### config.mk
export PLATFORM = sky130hd
export DESIGN_NAME = chacha_quarter_round_flat
export DESIGN_NICKNAME = d
export VERILOG_FILES = /design/src/rtl/chacha_pkg.sv /design/src/rtl/chacha_quarter_round_if.sv /design/src/rtl/chacha_arx_step.sv /design/src/rtl/chacha_quarter_round.sv /design/src/flat_wrapper.sv
export SDC_FILE = /design/constraint.sdc
export NUM_CORES = 1
export LEC_CHECK = 0
export ABC_CLOCK_PERIOD_IN_PS = 7300
export CORE_MARGIN = 2
export CORE_UTILIZATION = 50
export DETAILED_ROUTE_END_ITERATION = 8
export PLACE_DENSITY_LB_ADDON = 0.05
export RECOVER_POWER = 25
export SLEW_MARGIN = 20
export SYNTH_ARGS = -nofsm -noshare
export SYNTH_HDL_FRONTEND = slang
export SYNTH_SLANG_ARGS = --single-unit
### constraint.sdc
create_clock -name clk_i -period 7.3 [get_ports clk_i]
set_clock_uncertainty 0.15 [all_clocks]
set_input_delay 0.73 -clock clk_i [delete_from_list [all_inputs] [get_ports clk_i]]
set_output_delay 0.73 -clock clk_i [all_outputs]
set_load 0.02 [all_outputs]
### src/rtl/chacha_pkg.sv
// Shared ChaCha quarter-round definitions: word type, rotation amounts,
// rotate-left helper and the four-word pipeline stage record.
package chacha_pkg;

   localparam int unsigned WORD_W = 32;

   typedef logic [WORD_W-1:0] word_t;

   localparam int unsigned ROT_L1 = 16;
   localparam int unsigned ROT_L2 = 12;
   localparam int unsigned ROT_L3 = 8;
   localparam int unsigned ROT_L4 = 7;

   // One stage of the quarter round: the four words plus the valid bit they travel with.
   typedef struct packed {
      logic  vld;
      word_t a;
      word_t b;
      word_t c;
      word_t d;
   } qr_state_t;

   function automatic word_t rotl(input word_t x, input int unsigned r);
      return (x << r) | (x >> (WORD_W - r));
   endfunction

endpackage

### src/rtl/chacha_quarter_round_if.sv
// Quarter-round port bundle. valid_i qualifies a_i..d_i, valid_o qualifies a_o..d_o;
// there is no ready: the block accepts a word set on every clock and never stalls.
interface chacha_quarter_round_if;
   import chacha_pkg::*;

   logic  valid_i;
   word_t a_i;
   word_t b_i;
   word_t c_i;
   word_t d_i;
   logic  valid_o;
   word_t a_o;
   word_t b_o;
   word_t c_o;
   word_t d_o;

   modport master (
      output valid_i, a_i, b_i, c_i, d_i,
      input  valid_o, a_o, b_o, c_o, d_o
   );

   modport slave (
      input  valid_i, a_i, b_i, c_i, d_i,
      output valid_o, a_o, b_o, c_o, d_o
   );

endinterface

### src/rtl/chacha_arx_step.sv
// One add-xor-rotate line of the quarter round: x += y; z ^= x; z <<<= R.
module chacha_arx_step
   import chacha_pkg::*;
#(
   parameter int unsigned R = ROT_L1
) (
   input  word_t x_i,
   input  word_t y_i,
   input  word_t z_i,
   output word_t x_o,
   output word_t z_o
);

   word_t sum;

   assign sum = x_i + y_i;
   assign x_o = sum;
   assign z_o = rotl(z_i ^ sum, R);

endmodule

### src/rtl/chacha_quarter_round.sv
// ChaCha20 quarter round. CHACHA_QR_PIPE_EN: register after each ARX line (latency 4);
// otherwise all four lines are combinational into one output register (latency 1).
module chacha_quarter_round
   import chacha_pkg::*;
(
   input  logic                   clk_i,
   input  logic                   rst_i,
   chacha_quarter_round_if.slave  qr
);

`ifdef CHACHA_QR_PIPE_EN
   localparam int NSTG = 4;
`else
   localparam int NSTG = 1;
`endif

   qr_state_t in_s;
   qr_state_t ln1_in, ln2_in, ln3_in, ln4_in;
   qr_state_t ln1_out, ln2_out, ln3_out, ln4_out;
   qr_state_t stg_d [NSTG];
   qr_state_t stg_q [NSTG];

   word_t l1_x, l1_z, l2_x, l2_z, l3_x, l3_z, l4_x, l4_z;

   assign in_s = '{vld: qr.valid_i, a: qr.a_i, b: qr.b_i, c: qr.c_i, d: qr.d_i};

   // Lines 1/3 update (a, d) from b; lines 2/4 update (c, b) from d.
   chacha_arx_step #(.R(ROT_L1)) u_line1 (
      .x_i(ln1_in.a), .y_i(ln1_in.b), .z_i(ln1_in.d), .x_o(l1_x), .z_o(l1_z)
   );
   chacha_arx_step #(.R(ROT_L2)) u_line2 (
      .x_i(ln2_in.c), .y_i(ln2_in.d), .z_i(ln2_in.b), .x_o(l2_x), .z_o(l2_z)
   );
   chacha_arx_step #(.R(ROT_L3)) u_line3 (
      .x_i(ln3_in.a), .y_i(ln3_in.b), .z_i(ln3_in.d), .x_o(l3_x), .z_o(l3_z)
   );
   chacha_arx_step #(.R(ROT_L4)) u_line4 (
      .x_i(ln4_in.c), .y_i(ln4_in.d), .z_i(ln4_in.b), .x_o(l4_x), .z_o(l4_z)
   );

   always_comb begin
      ln1_out = '{vld: ln1_in.vld, a: l1_x,     b: ln1_in.b, c: ln1_in.c, d: l1_z};
      ln2_out = '{vld: ln2_in.vld, a: ln2_in.a, b: l2_z,     c: l2_x,     d: ln2_in.d};
      ln3_out = '{vld: ln3_in.vld, a: l3_x,     b: ln3_in.b, c: ln3_in.c, d: l3_z};
      ln4_out = '{vld: ln4_in.vld, a: ln4_in.a, b: l4_z,     c: l4_x,     d: ln4_in.d};
   end

   always_comb begin
      ln1_in = in_s;
`ifdef CHACHA_QR_PIPE_EN
      ln2_in   = stg_q[0];
      ln3_in   = stg_q[1];
      ln4_in   = stg_q[2];
      stg_d[0] = ln1_out;
      stg_d[1] = ln2_out;
      stg_d[2] = ln3_out;
      stg_d[3] = ln4_out;
`else
      ln2_in   = ln1_out;
      ln3_in   = ln2_out;
      ln4_in   = ln3_out;
      stg_d[0] = ln4_out;
`endif
   end

   // Data loads every clock; only the valid bit gives it meaning downstream.
   always_ff @(posedge clk_i or posedge rst_i) begin
      if (rst_i) begin
         for (int i = 0; i < NSTG; i++) stg_q[i] <= '0;
      end else begin
         for (int i = 0; i < NSTG; i++) stg_q[i] <= stg_d[i];
      end
   end

   assign qr.valid_o = stg_q[NSTG-1].vld;
   assign qr.a_o     = stg_q[NSTG-1].a;
   assign qr.b_o     = stg_q[NSTG-1].b;
   assign qr.c_o     = stg_q[NSTG-1].c;
   assign qr.d_o     = stg_q[NSTG-1].d;

endmodule

### src/flat_wrapper.sv
// flat-port wrapper written by rule: the top's interface ports become plain ports
module chacha_quarter_round_flat import chacha_pkg::*;
  (clk_i, rst_i, qr_valid_i, qr_a_i, qr_b_i, qr_c_i, qr_d_i, qr_valid_o, qr_a_o, qr_b_o, qr_c_o, qr_d_o);
  chacha_quarter_round_if qr_i ();
  input  logic clk_i;
  input  logic rst_i;
  input wire logic [$bits(qr_i.valid_i)-1:0] qr_valid_i;
  input wire logic [$bits(qr_i.a_i)-1:0] qr_a_i;
  input wire logic [$bits(qr_i.b_i)-1:0] qr_b_i;
  input wire logic [$bits(qr_i.c_i)-1:0] qr_c_i;
  input wire logic [$bits(qr_i.d_i)-1:0] qr_d_i;
  output wire logic [$bits(qr_i.valid_o)-1:0] qr_valid_o;
  output wire logic [$bits(qr_i.a_o)-1:0] qr_a_o;
  output wire logic [$bits(qr_i.b_o)-1:0] qr_b_o;
  output wire logic [$bits(qr_i.c_o)-1:0] qr_c_o;
  output wire logic [$bits(qr_i.d_o)-1:0] qr_d_o;
  assign qr_i.valid_i = qr_valid_i;
  assign qr_i.a_i = qr_a_i;
  assign qr_i.b_i = qr_b_i;
  assign qr_i.c_i = qr_c_i;
  assign qr_i.d_i = qr_d_i;
  assign qr_valid_o = qr_i.valid_o;
  assign qr_a_o = qr_i.a_o;
  assign qr_b_o = qr_i.b_o;
  assign qr_c_o = qr_i.c_o;
  assign qr_d_o = qr_i.d_o;
  chacha_quarter_round u_core (.clk_i(clk_i), .rst_i(rst_i), .qr(qr_i));
endmodule
==> results of run 1 <==
[cell usage after synthesis (9+ instances only)]
cell        n  area share (%)
dfrtp_1   129              30
inv_1      38             1.3
a31oi_1    13            0.75
xor2_1    155              12
a21o_1     70             4.8
nand3_1    27             1.2
xnor2_1    83             6.7
nand2b_1   10            0.57
o21ai_0    63             2.9
nor2_1     53             1.8
a21oi_1   110             5.1
o31ai_1     9            0.62
ha_1      126              14
clkbuf_1   10            0.34
nor3_1     13            0.60
and3_1     16            0.92
a211oi_1    9            0.62
o21bai_1   10            0.69
nand2_1    48             1.7
nor2b_1    15            0.86
nand4_1    12            0.69
o21a_1     13            0.90
[per-stage QoR]
step / TNS [ns] / setup slack [ns] / hold slack [ns] / area [um2] / instances
floorplan: -112.14 / -2.33 / 0.611 / 11100 / 1150
global placement: -269.36 / -3.71 / 1.03 / 18800 / 2307
detailed placement: -305.71 / -4.15 / 1.03 / 18800 / 2307
CTS: -156.93 / -2.81 / 0.557 / 20600 / 2396
[cells by family after synthesis]
| group | Yosys count | synth area share, % |
|---|---|---|
| xor gates and xnor gates | 244 | 20.4 |
| DFF | 129 | 29.6 |
| AOI/OAI and AO/OA | 369 | 22.4 |
| muxes | 1 | 0.103 |
| buffers and inverters | 55 | 2.01 |
| adders and majority gates | 130 | 15.2 |
| and+or+nand+nor | 222 | 10.2 |
[metal layers]
| metal | GRT usage, % | overflow |
|---|---|---|
| met5 | 38.4 | 0 |
| met4 | 73.3 | 21 |
| met3 | 57.5 | 3 |
| met2 | 91.4 | 27 |
| met1 | 71.2 | 0 |
[what timing repair did]
item                                   4_1_cts
resized for setup                          151
setup endpoints to repair                  122
pin swaps                                  114
endpoints found under the hold margin        0
setup buffers                               58
cloned                                       0
==> run summary, run 1 <==
Status = did not finish
Failed at = global routing
Log Error = [ERROR GRT-0116] Global routing finished with congestion. Check the congestion regions in the DRC Viewer.
Mapped Nets = 1411
Pin count of the biggest net entering global routing = 76
Mapped Area = 10900 um2
Buffer depth of the longest clock path = 2
Flops & latches, synth = 129
# hold bufs at CTS = 0
Remaining global-route overflow = 51
DP HPWL = 43400 um
Starting Density = 50.4%
Asr flop ratio synth = 100%
CTS Root Cell = clkbuf_16
Clk sink count = 129
Die Width = 152 um
H-tree depth = 4
Total track usage = 73.4%
IO Port Bufs = 259
Row count = 54
Global-route wire length before repair = 123000 um
Die Span Y = 152 um
I/O Pins = 260
Routability congestion estimate = 1.12
Unique masters post-synth = 68
Yosys warns = 0
Synthesized instance count = 1150
Post-synth EDFFs = 0
Syn avg cell area = 9.48 um2
Dominant synthesized flop cell = dfrtp_1
Vias in the first global route = 19.0k
TritonCTS Buffers = 17
Register area share after synthesis = 29.6%
==> run 2: changes to the inputs <==
- CORE_UTILIZATION: 50 -> 35
- PLACE_DENSITY_LB_ADDON: 0.05 -> 0.15
==> run summary, run 2 <==
FILL cells = 2301
Hold crit path type = in -> reg
Post-synthesis mux area share = 0.103% (unchanged)
Total Wirelength = 54600 um
Max_slew headroom = -67.2%
Slew at the pin with the worst max-slew slack = 2.49 ns
Most frequent cell after synthesis = xor2_1
Die ar. = 32600 um2
Simple-gate share of the synthesized area = 10.2% (unchanged)
Fin worst setup slack = -2.81 ns
Commonest non-fill, non-tap cell in the layout = buf_4
Dominant synthesized flop cell = dfrtp_1
Via count = 13.1k
WP data required = 7.46 ns
Routed len/inst = 21.3 um
Remaining global-route overflow = 0
HP Start = qr_a_i[0]
Core area = 30600 um2
DP HPWL = 44900 um (+3.5%)
Max-slew violations = 57
Critical-path top delay cell = xnor2_1
Die Width = 180 um (+19%)
Starting Density = 35.6% (-15 points)
Clock Pin Slew Worst Setup and Hold Paths = 0.07 ns
Bufs and invs on worst path = 8
Mapped Area = 10900 um2 (unchanged)
Drt drc = 0
Synthesized instance count = 1150 (unchanged)
Post-Synth XOR/XNOR Area = 20.4% (unchanged)
Row count = 64 (+19%)
Largest delay share family, worst path = compound AO/OA/AOI/OAI gates
Vias per inst = 5.10
Unique masters post-synth = 68 (unchanged)
Pin count of the biggest net entering global routing = 75
Final period utilization = 138%
Vias in the first global route = 13.8k
H-tree depth = 4 (unchanged)
Min-Delay Endpoint = u_core.qr.a_o[0]$_DFF_PP0_
Flops & latches, synth = 129 (unchanged)
Synth Area in Adders = 15.2% (unchanged)
Share of cells above drive strength 1 = 47.3%
Crit. End Element = flop
Failing checks = max-capacitance violations, max-slew violations, negative setup slack
CTS tree = done
Area Growth Syn to Fin = 103%
RSZ-0062 raised after global routing = yes
CP Class = in -> reg
I/O Pins = 260 (unchanged)
Tmin final = 10.11 ns
CTS Root Cell = clkbuf_16
Setup violations, final = 106
Syn avg cell area = 9.48 um2 (unchanged)
Maximum clock rate = 0.0989 GHz
Post-synth EDFFs = 0 (unchanged)
Yosys warns = 0 (unchanged)
Compound-Gate Fraction of Synth Area = 22.4% (unchanged)
Startpoint types = input port
Register area share after synthesis = 29.6% (unchanged)
Asr flop ratio synth = 100% (unchanged)
# hold bufs at CTS = 0 (unchanged)
Max incr delay on CP = 0.54 ns
Clk sink count = 129 (unchanged)
Final number of hold-violating endpoints = 0
Initial antenna violation count = 0
Die Span Y = 180 um (+19%)
TritonRoute pass-1 iters = 5
Cell mode on critical path = buf_4
Synth top cells by count = xor2_1 (155), dfrtp_1 (129), ha_1 (126)
Status = finished with violations
TritonCTS Buffers = 17 (unchanged)
Total track usage = 32.9%
Drt initial violations = 817
Routed Antenna Nets = 0
Largest family of logic cells by synthesized area = compound AO/OA/AOI/OAI gates
Finished Cell Area = 22100 um2
Max Cap Violations = 1
Final net count = 2410
Area after DPL = 19100 um2 (+2.0%)
Post-synth top area share = 29.6% (unchanged)
Global-route wire length before repair = 80200 um
Crit path max fanout = 6
Mapped Nets = 1411 (unchanged)
Critical path arrival = 10.27 ns
Most frequent cells in the layout = buf_4 (702), clkdlybuf4s50_1 (208), dfrtp_1 (129), xor2_1 (125), ha_1 (97)
Area leader, netlist = dfrtp_1
WHS Path Cells = 4
Largest cells by area after synthesis = dfrtp_1 (30%), ha_1 (14%), xor2_1 (12%)
# diodes = 0
Routability congestion estimate = 1.00 (-10%)
Buffer depth of the longest clock path = 2 (unchanged)
IO Port Bufs = 259 (unchanged)
==> run 2: cell counts after synthesis <==
Identical to the previous run, type by type.
==> run 2: routing by layer <==
layer | wire length [um] | global-route usage, % | up-vias
met5 | 0 | 0 | -
met4 | 3270 | 18.2 | 0
met3 | 2430 | 4.02 | 126
met2 | 26400 | 56.5 | 439
met1 | 22500 | 40.1 | 6313
li1 | - | - | 6173
==> run 2: per-stage QoR <==
step / hold WS [ns] / setup TNS, ns / std cells / util (%) / setup WS, ns
2_1_floorplan: 0.611 / -112.14 / 1150 / - / -2.33
3_3_place_gp: 1.03 / -311.42 / 2453 / 62.6 / -4.10
3_5_place_dp: 1.03 / -322.68 / 2453 / 62.6 / -4.21
4_1_cts: 0.556 / -139.14 / 2541 / 70.3 / -2.59
5_1_grt: 0.652 / -203.41 / 2558 / 72.2 / -3.18
6_report: 0.639 / -169.71 / 2558 / 72.2 / -2.81
==> run 2: area by class of cell <==
cell class | instances | area [um2] | share of cell area (%)
clock buffers | 18 | 439 | 1.99
inverters | 39 | 148 | 0.668
multi-input cells | 966 | 9390 | 42.5
clock inverters | 14 | 179 | 0.810
flip-flops and latches | 129 | 3230 | 14.6
well taps | 396 | 495 | 2.24
repair buffers | 996 | 8210 | 37.2
==> run 2: worst max-delay path by stage <==
stage | from | to | cells after the start
2_1_floorplan | qr_b_i[0] | u_core.qr.b_o[6]$_DFF_PP0_ | 43
3_3_place_gp | qr_b_i[0] | u_core.qr.b_o[5]$_DFF_PP0_ | 49
3_5_place_dp | qr_b_i[0] | u_core.qr.b_o[5]$_DFF_PP0_ | 51
4_1_cts | qr_a_i[0] | u_core.qr.b_o[5]$_DFF_PP0_ | 50
5_1_grt | qr_a_i[17] | u_core.qr.b_o[5]$_DFF_PP0_ | 47
6_report | qr_b_i[0] | u_core.qr.b_o[5]$_DFF_PP0_ | 50
==> run 2: logic make-up after synthesis <==
group | count (synthesis)
AO/OA/AOI/OAI | 369
XOR/XNOR | 244
AND/OR/NAND/NOR | 222
adder cells (fa/ha/maj) | 130
flip-flops | 129
buffers and inverters | 55
multiplexers | 1
==> run 2: worst min-delay path: stages <==
cell	delay [ns]
buf_6	0.07
ha_4	0.15
buf_4	0.12
ha_4	0.13
==> run 2: timing repair <==
item	CTS	global route
buffers inserted	62	19
setup endpoints to repair	124	112
gates resized for setup	273	76
pin swaps	161	78
Power of run 2 is not shown: default switching activity piles up to over one toggle a cycle in this logic, so the estimate is an artifact.
